===== src/rtl/mult_pkg.sv =====
// Shared definitions for the integer multiply pipeline stages.
package mult_pkg;

    localparam int unsigned OPER_W    = 32;
    localparam int unsigned PROD_W    = 64;
    localparam int unsigned REGDEST_W = 5;

    typedef enum logic {
        IDLE = 1'b0,
        BUSY = 1'b1
    } state_t;

    // Unsigned magnitude of a two's complement operand; |0x80000000| = 0x80000000.
    function automatic logic [OPER_W-1:0] mag(input logic [OPER_W-1:0] x);
        return x[OPER_W-1] ? OPER_W'(~x + OPER_W'(1)) : x;
    endfunction

endpackage


===== src/rtl/mult_iter_stage1_if.sv =====
// Request bus from the classification stage and result bus to the next stage.
interface mult_iter_stage1_if;
    import mult_pkg::*;

    logic                 m0_m1_oper;
    logic [OPER_W-1:0]    m0_m1_rega;
    logic [OPER_W-1:0]    m0_m1_regb;
    logic [REGDEST_W-1:0] m0_m1_regdest;
    logic                 m0_m1_ispositive;
    logic                 m0_m1_iszero;
    logic                 m1_m0_stall;
    logic                 m1_m2_oper;
    logic [REGDEST_W-1:0] m1_m2_regdest;
    logic [OPER_W-1:0]    m1_m2_lo;
    logic [OPER_W-1:0]    m1_m2_hi;

    modport master (
        output m0_m1_oper, m0_m1_rega, m0_m1_regb, m0_m1_regdest,
               m0_m1_ispositive, m0_m1_iszero,
        input  m1_m0_stall, m1_m2_oper, m1_m2_regdest, m1_m2_lo, m1_m2_hi
    );

    modport slave (
        input  m0_m1_oper, m0_m1_rega, m0_m1_regb, m0_m1_regdest,
               m0_m1_ispositive, m0_m1_iszero,
        output m1_m0_stall, m1_m2_oper, m1_m2_regdest, m1_m2_lo, m1_m2_hi
    );

endinterface


===== src/rtl/mult_step.sv =====
// One shift-add iteration: adds mcand times the retired multiplier bits into acc.
module mult_step
    import mult_pkg::*;
#(
    parameter int unsigned BITS_PER_CYCLE = 1
) (
    input  logic [PROD_W-1:0]         mcand,
    input  logic [BITS_PER_CYCLE-1:0] bits,
    input  logic [PROD_W-1:0]         acc,
    output logic [PROD_W-1:0]         acc_next_c
);

    assign acc_next_c = acc + (mcand * PROD_W'(bits));

endmodule


===== src/rtl/mult_iter_stage1.sv =====
// Iterative shift-add signed multiplier stage; stalls upstream while iterating.
// Optional MULT1_EARLY_EXIT_EN finishes as soon as the remaining multiplier is zero.
module mult_iter_stage1
    import mult_pkg::*;
#(
    parameter int unsigned BITS_PER_CYCLE = 1
) (
    input  logic               clock,
    input  logic               reset,
    mult_iter_stage1_if.slave  bus
);

    localparam int unsigned N     = OPER_W / BITS_PER_CYCLE;
    localparam int unsigned CNT_W = 5;

    state_t               state, state_d;
    logic [PROD_W-1:0]    mcand, mcand_d;
    logic [OPER_W-1:0]    mplier, mplier_d;
    logic [PROD_W-1:0]    acc, acc_d;
    logic                 sign, sign_d;
    logic [REGDEST_W-1:0] dest, dest_d;
    logic [CNT_W-1:0]     cnt, cnt_d;
    logic                 out_oper, out_oper_d;
    logic [REGDEST_W-1:0] out_dest, out_dest_d;
    logic [OPER_W-1:0]    out_lo, out_lo_d;
    logic [OPER_W-1:0]    out_hi, out_hi_d;
    logic [PROD_W-1:0]    acc_step;
    logic [PROD_W-1:0]    prod;
    logic                 finish;

    mult_step #(
        .BITS_PER_CYCLE (BITS_PER_CYCLE)
    ) u_step (
        .mcand      (mcand),
        .bits       (mplier[BITS_PER_CYCLE-1:0]),
        .acc        (acc),
        .acc_next_c (acc_step)
    );

    // State and output registers; reset discards any in-flight operation.
    always_ff @(posedge clock) begin
        if (!reset) begin
            state    <= IDLE;
            mcand    <= '0;
            mplier   <= '0;
            acc      <= '0;
            sign     <= 1'b0;
            dest     <= '0;
            cnt      <= '0;
            out_oper <= 1'b0;
            out_dest <= '0;
            out_lo   <= '0;
            out_hi   <= '0;
        end else begin
            state    <= state_d;
            mcand    <= mcand_d;
            mplier   <= mplier_d;
            acc      <= acc_d;
            sign     <= sign_d;
            dest     <= dest_d;
            cnt      <= cnt_d;
            out_oper <= out_oper_d;
            out_dest <= out_dest_d;
            out_lo   <= out_lo_d;
            out_hi   <= out_hi_d;
        end
    end

    // Next-state, datapath and output decode.
    always_comb begin
        state_d    = state;
        mcand_d    = mcand;
        mplier_d   = mplier;
        acc_d      = acc;
        sign_d     = sign;
        dest_d     = dest;
        cnt_d      = cnt;
        out_oper_d = 1'b0;
        out_dest_d = '0;
        out_lo_d   = '0;
        out_hi_d   = '0;
        prod       = '0;
        finish     = 1'b0;

        case (state)
            IDLE: begin
                if (bus.m0_m1_oper) begin
                    if (bus.m0_m1_iszero) begin
                        out_oper_d = 1'b1;
                        out_dest_d = bus.m0_m1_regdest;
                    end else begin
                        mcand_d  = PROD_W'(mag(bus.m0_m1_rega));
                        mplier_d = mag(bus.m0_m1_regb);
                        acc_d    = '0;
                        sign_d   = bus.m0_m1_ispositive;
                        dest_d   = bus.m0_m1_regdest;
                        cnt_d    = '0;
                        state_d  = BUSY;
                    end
                end
            end
            BUSY: begin
                acc_d    = acc_step;
                mcand_d  = mcand << BITS_PER_CYCLE;
                mplier_d = mplier >> BITS_PER_CYCLE;
                cnt_d    = CNT_W'(cnt + CNT_W'(1));
`ifdef MULT1_EARLY_EXIT_EN
                finish   = (cnt == CNT_W'(N - 1)) || (mplier_d == '0);
`else
                finish   = (cnt == CNT_W'(N - 1));
`endif
                if (finish) begin
                    prod       = sign ? acc_step : PROD_W'(~acc_step + PROD_W'(1));
                    out_oper_d = 1'b1;
                    out_dest_d = dest;
                    out_lo_d   = prod[OPER_W-1:0];
                    out_hi_d   = prod[PROD_W-1:OPER_W];
                    state_d    = IDLE;
                end
            end
            default: state_d = IDLE;
        endcase
    end

    assign bus.m1_m0_stall   = (state == BUSY);
    assign bus.m1_m2_oper    = out_oper;
    assign bus.m1_m2_regdest = out_dest;
    assign bus.m1_m2_lo      = out_lo;
    assign bus.m1_m2_hi      = out_hi;

endmodule


===== src/flat_wrapper.sv =====
// flat-port wrapper written by rule: the top's interface ports become plain ports
module mult_iter_stage1_flat import mult_pkg::*;
#(
    parameter int unsigned BITS_PER_CYCLE = 1
)
  (clock, reset, bus_m0_m1_oper, bus_m0_m1_rega, bus_m0_m1_regb, bus_m0_m1_regdest, bus_m0_m1_ispositive, bus_m0_m1_iszero, bus_m1_m0_stall, bus_m1_m2_oper, bus_m1_m2_regdest, bus_m1_m2_lo, bus_m1_m2_hi);
  mult_iter_stage1_if bus_i ();
  input  logic clock;
  input  logic reset;
  input wire logic [$bits(bus_i.m0_m1_oper)-1:0] bus_m0_m1_oper;
  input wire logic [$bits(bus_i.m0_m1_rega)-1:0] bus_m0_m1_rega;
  input wire logic [$bits(bus_i.m0_m1_regb)-1:0] bus_m0_m1_regb;
  input wire logic [$bits(bus_i.m0_m1_regdest)-1:0] bus_m0_m1_regdest;
  input wire logic [$bits(bus_i.m0_m1_ispositive)-1:0] bus_m0_m1_ispositive;
  input wire logic [$bits(bus_i.m0_m1_iszero)-1:0] bus_m0_m1_iszero;
  output wire logic [$bits(bus_i.m1_m0_stall)-1:0] bus_m1_m0_stall;
  output wire logic [$bits(bus_i.m1_m2_oper)-1:0] bus_m1_m2_oper;
  output wire logic [$bits(bus_i.m1_m2_regdest)-1:0] bus_m1_m2_regdest;
  output wire logic [$bits(bus_i.m1_m2_lo)-1:0] bus_m1_m2_lo;
  output wire logic [$bits(bus_i.m1_m2_hi)-1:0] bus_m1_m2_hi;
  assign bus_i.m0_m1_oper = bus_m0_m1_oper;
  assign bus_i.m0_m1_rega = bus_m0_m1_rega;
  assign bus_i.m0_m1_regb = bus_m0_m1_regb;
  assign bus_i.m0_m1_regdest = bus_m0_m1_regdest;
  assign bus_i.m0_m1_ispositive = bus_m0_m1_ispositive;
  assign bus_i.m0_m1_iszero = bus_m0_m1_iszero;
  assign bus_m1_m0_stall = bus_i.m1_m0_stall;
  assign bus_m1_m2_oper = bus_i.m1_m2_oper;
  assign bus_m1_m2_regdest = bus_i.m1_m2_regdest;
  assign bus_m1_m2_lo = bus_i.m1_m2_lo;
  assign bus_m1_m2_hi = bus_i.m1_m2_hi;
  mult_iter_stage1 #(.BITS_PER_CYCLE(BITS_PER_CYCLE)) u_core (.clock(clock), .reset(reset), .bus(bus_i));
endmodule

===== config.mk =====
export PLATFORM = sky130hd
export DESIGN_NAME = mult_iter_stage1_flat
export DESIGN_NICKNAME = d
export VERILOG_FILES = /design/src/rtl/mult_pkg.sv /design/src/rtl/mult_iter_stage1_if.sv /design/src/rtl/mult_step.sv /design/src/rtl/mult_iter_stage1.sv /design/src/flat_wrapper.sv
export SDC_FILE = /design/constraint.sdc
export NUM_CORES = 1
export LEC_CHECK = 0
export ABC_AREA = 0
export ABC_CLOCK_PERIOD_IN_PS = 4600
export BUFFER_PORTS_ARGS = -buffer_cell sky130_fd_sc_hd__buf_2
export CAP_MARGIN = 25
export CELL_PAD_IN_SITES_DETAIL_PLACEMENT = 0
export CELL_PAD_IN_SITES_GLOBAL_PLACEMENT = 2
export CORE_ASPECT_RATIO = 0.9
export CORE_MARGIN = 2
export CORE_UTILIZATION = 33
export CTS_BUF_LIST = sky130_fd_sc_hd__clkbuf_8
export CTS_CLUSTER_DIAMETER = 200
export DETAILED_ROUTE_END_ITERATION = 12
export HOLD_SLACK_MARGIN = 0.1
export PLACE_DENSITY = 0.75
export REMOVE_ABC_BUFFERS = 1
export SLEW_MARGIN = 25
export SYNTH_ARGS = -nofsm -noshare
export SYNTH_HDL_FRONTEND = slang
export SYNTH_SLANG_ARGS = --single-unit

===== constraint.sdc =====
create_clock -name clock -period 4.6 [get_ports clock]
set_input_delay 0 -clock clock [delete_from_list [all_inputs] [get_ports clock]]
set_output_delay 0 -clock clock [all_outputs]
set_load 0.005 [all_outputs]

==> summary.txt <==
Run status
  – Status: completed

Synthesis
  – Async SR Flop Fraction: 0%
  – Post-synth cell types: 89
  – Largest area contributor in the netlist: dfxtp_1
  – Synth Flop Type: dfxtp_1
  – Cell area after synthesis: 16800 um2
  – Synth Area per Inst: 7.53 um2
  – Synth Register Bits: 242
  – Ys Warns: 0
  – Post-synthesis sequential area ratio: 28.8%
  – Synth top area share: 28.8%
  – Number of flops mapped to enable cells by yosys: 0
  – Synth Instances: 2236
  – Area contributors post-synth: dfxtp_1, a21oi_1, nor2_1

Finish
  – Finished Layout Cells: 3249
  – Commonest non-fill, non-tap cell in the layout: dfxtp_1
  – Reg area: 4850 um2
  – Ratio of cells with drive above 1 in the final layout: 16.8%
  – Most frequent cells in the layout: dfxtp_1, nor2_1, a21oi_1, nand2_1, buf_2
  – Multi-input gate area: 11500 um2
  – Fillcell total: 5261
  – Area Overhead vs Synth: 26.7%
  – Final net count: 2673

Clock network
  – CTS Sinks: 242
  – CTS tree: yes
  – CTS H-tree lvls: 2
  – Worst-path clk slew: 0.06 ns
  – Root buffer cell: clkbuf_8
  – Later-pin clock latency in the skew report: 0.65 ns
  – CTS Buffer Depth: 3
  – CTS Buf Count: 48

Timing
  – Fmax: 0.223 GHz
  – Clk_skew: 0.0514 ns
  – Slew Limit Fails: 0
  – Period Utilization, post-route: 97.4%
  – Worst slew pin tran: 0.965 ns
  – Final setup violation count: 0
  – Worst Hold Slack: 0.161 ns
  – Fin crit period: 4.48 ns
  – Max transition margin: 35.7%
  – Hold Vio Cnt, Final: 0

Routing
  – Drt first pass iters: 5
  – Met3 WL: 3990 um
  – Via count: 17000
  – Routed Antenna Nets: 0
  – Residual DRC count: 0
  – WL/cell: 18.2 um
  – Highest Signal Layer: met4
  – Routed met2 length: 23400 um
  – M1 WL: 30900 um
  – DR vias/cell: 5.23
  – DRT Wirelength: 59100 um
  – DR iter-0 viols: 1160

Pwr
  – Peak VDD IR: 0.000191 V
  – Overall power: 5.55 mW
  – Switch Pwr: 1.59 mW
  – Combinational share of power: 17.1%
  – Sw Share: 28.6%
  – P_leak: 8.76 nW
  – Reg power frac: 39.6%
  – Internal: 3.96 mW
  – Clk pwr share: 43.3%
  – Pwr per Cell Area: 260 nW/um2

Placed design
  – Port buffer count: 144
  – Placer Congestion: 0.892
  – Placed Cells: 3038
  – DP HPWL: 43600 um

Run
  – Max Cap Violations: 0

Floorplanning
  – Io pins: 145
  – Die area: 52800 um2
  – Die H: 218 um
  – Row count: 78
  – Die width: 242 um
  – Initial Util: 33.4%
  – Core area: 50400 um2

Global routing
  – Vias in the first global route: 15900
  – Total grt overflow: 0
  – Largest net degree at the start of global routing: 196
  – First-pass GRT wire length: 91500 um
  – Initial antenna violation count: 1
  – GRT Total Usage: 21.8%

Worst setup path
  – R2r startpoint: u_core.mplier[0]
  – CP Max Fanout: 9
  – Worst reg2reg path depth: 19
  – Buf/Inv on CP: 5
  – Critical R2R Capture: u_core.bus.m1_m2_hi[19]
  – Crit path max-delay cell type: a311oi_1
  – Crit Path Category: reg2reg
  – CP required: 5.17 ns
  – R2r setup slk: 0.12 ns
  – Critical Path Max Stage Delay: 0.49 ns
  – Largest delay share family, worst path: simple AND/OR/NAND/NOR gates
  – Most frequent CP cell: buf_4
  – Crit-path cells: clkbuf_16 > and2_1 > ha_1 > buf_4 > nand4_1 > or3_1 > a21oi_4 > o21ai_2 > a21o_1 > a311oi_1 > buf_4 > nor3_1 > nand4_2 > buf_4 > nor3_2 > buf_4 > and4b_1 > or4_1 > nand2_1
  – CP startpoint kind: flop
  – Worst EP arrival: 5.05 ns
  – CP endpoint kind: flop

Hold path
  – Hold crit path type: in2reg
  – Worst hold start: bus_m0_m1_regb[31]
  – Hold EP: u_core.mplier[1]
  – Min-Delay Path Depth: 5
[how the worst max path moves through the flow]
stage | start | cells past startpoint | slack, ns | endpoint
2_1_floorplan | u_core.bus.m1_m0_stall | 3 | -3.63 | u_core.bus.m1_m2_hi[31]
3_3_place_gp | u_core.mplier[0] | 20 | 0.01 | u_core.bus.m1_m2_hi[29]
3_5_place_dp | u_core.mplier[0] | 20 | -0.10 | u_core.bus.m1_m2_hi[29]
4_1_cts | u_core.mplier[0] | 20 | 0.05 | u_core.bus.m1_m2_hi[29]
5_1_grt | u_core.mplier[0] | 20 | -0.004 | u_core.bus.m1_m2_hi[26]
6_report | u_core.mplier[0] | 19 | 0.12 | u_core.bus.m1_m2_hi[19]
[cells in the mapped netlist (4+ instances only)]
library cell,n
a22o_1,7
nor3b_1,8
nor2b_1,120
buf_1,5
a22oi_1,11
a311oi_1,4
o211ai_1,11
o21bai_1,4
nand3_1,22
o21ai_2,4
xor2_1,86
mux2i_1,9
nor4_1,16
and2_1,115
clkbuf_1,119
nand4_1,33
xnor2_1,66
nand4_2,4
a21o_1,23
nor2_1,239
o31ai_1,26
a211oi_1,67
nor3_1,31
o41ai_1,8
a31oi_1,18
a41oi_1,4
or2_2,9
a21boi_0,10
o221ai_1,4
a21oi_1,227
or4_1,12
dfxtp_1,242
buf_2,18
ha_1,68
and3_1,70
o21a_1,26
nand2b_1,9
or3_1,28
o21ai_0,130
nand2_1,214
inv_1,29
o21ai_1,6
[power groups by stage]
stage	combinational [mW]	clock (mW)	sequential (mW)
floorplan	0.533	0	2.25
global placement	0.832	0	2.24
global route	1.05	2.59	2.20
CTS	0.933	2.49	2.19
detailed placement	0.838	0	2.24
finish	0.950	2.40	2.20
[repair_timing]
item	CTS	global route
endpoints found under the hold margin	114	0
hold buffers	117	0
setup buffers	0	2
resized for setup	5	42
gates cloned	0	2
setup endpoints to repair	22	34
pin swaps	0	9
[flip-flops by register name (all words and copies together) (netlist names)]
register	cells
u_core.acc	64
u_core.mcand	64
u_core.bus.m1_m2_hi	32
u_core.bus.m1_m2_lo	32
u_core.mplier	32
u_core.bus.m1_m2_regdest	5
u_core.cnt	5
u_core.dest	5
u_core.bus.m1_m0_stall	1
u_core.bus.m1_m2_oper	1
u_core.sign	1
[per-stage QoR]
stage / TNS [ns] / utilization (%) / cell area (um2) / worst slack [ns]
after floorplan: -408.60 / - / 16300 / -3.63
after global placement: 0 / 37.4 / 18800 / 0.0141
after detailed placement: -0.448 / 37.4 / 18800 / -0.103
after CTS: 0 / 41.8 / 21100 / 0.0470
after global routing: -0.00544 / 42.3 / 21300 / -0.00414
final: 0 / 42.3 / 21300 / 0.119
[area by class of cell]
cell class                 count  share of cell area [%]
multi-input combinational   1821                    54.0
clock buffer                  60                    3.87
inverter                      29                   0.510
antenna                        1                  0.0117
timing repair buffer         388                    13.8
sequential                   242                    22.8
tap                          680                    3.99
clock inverter                28                    1.03
[tightest hold or removal path, delay by kind of cell]
kind,cells,cell delay (ns)
AOI/OAI and AO/OA,2,0.20
buffers and inverters,1,0.28
muxes,1,0.22
and+or+nand+nor,1,0.05
[per-layer routing]
layer  GRT usage (%)  vias up
met4            4.28        0
met5               0        -
met3            4.99       55
li1                -     8536
met2            30.7      437
met1            33.3     7973
[logic make-up after synthesis]
kind of cell	Yosys count	synth area share, %
DFF	242	28.8
muxes	10	0.602
buffers and inverters	173	4.01
and+or+nand+nor	955	29.7
adders and majority gates	69	5.17
xor gates and xnor gates	152	7.91
AOI/OAI and AO/OA	635	23.9
(Power assumes the default switching activity.)
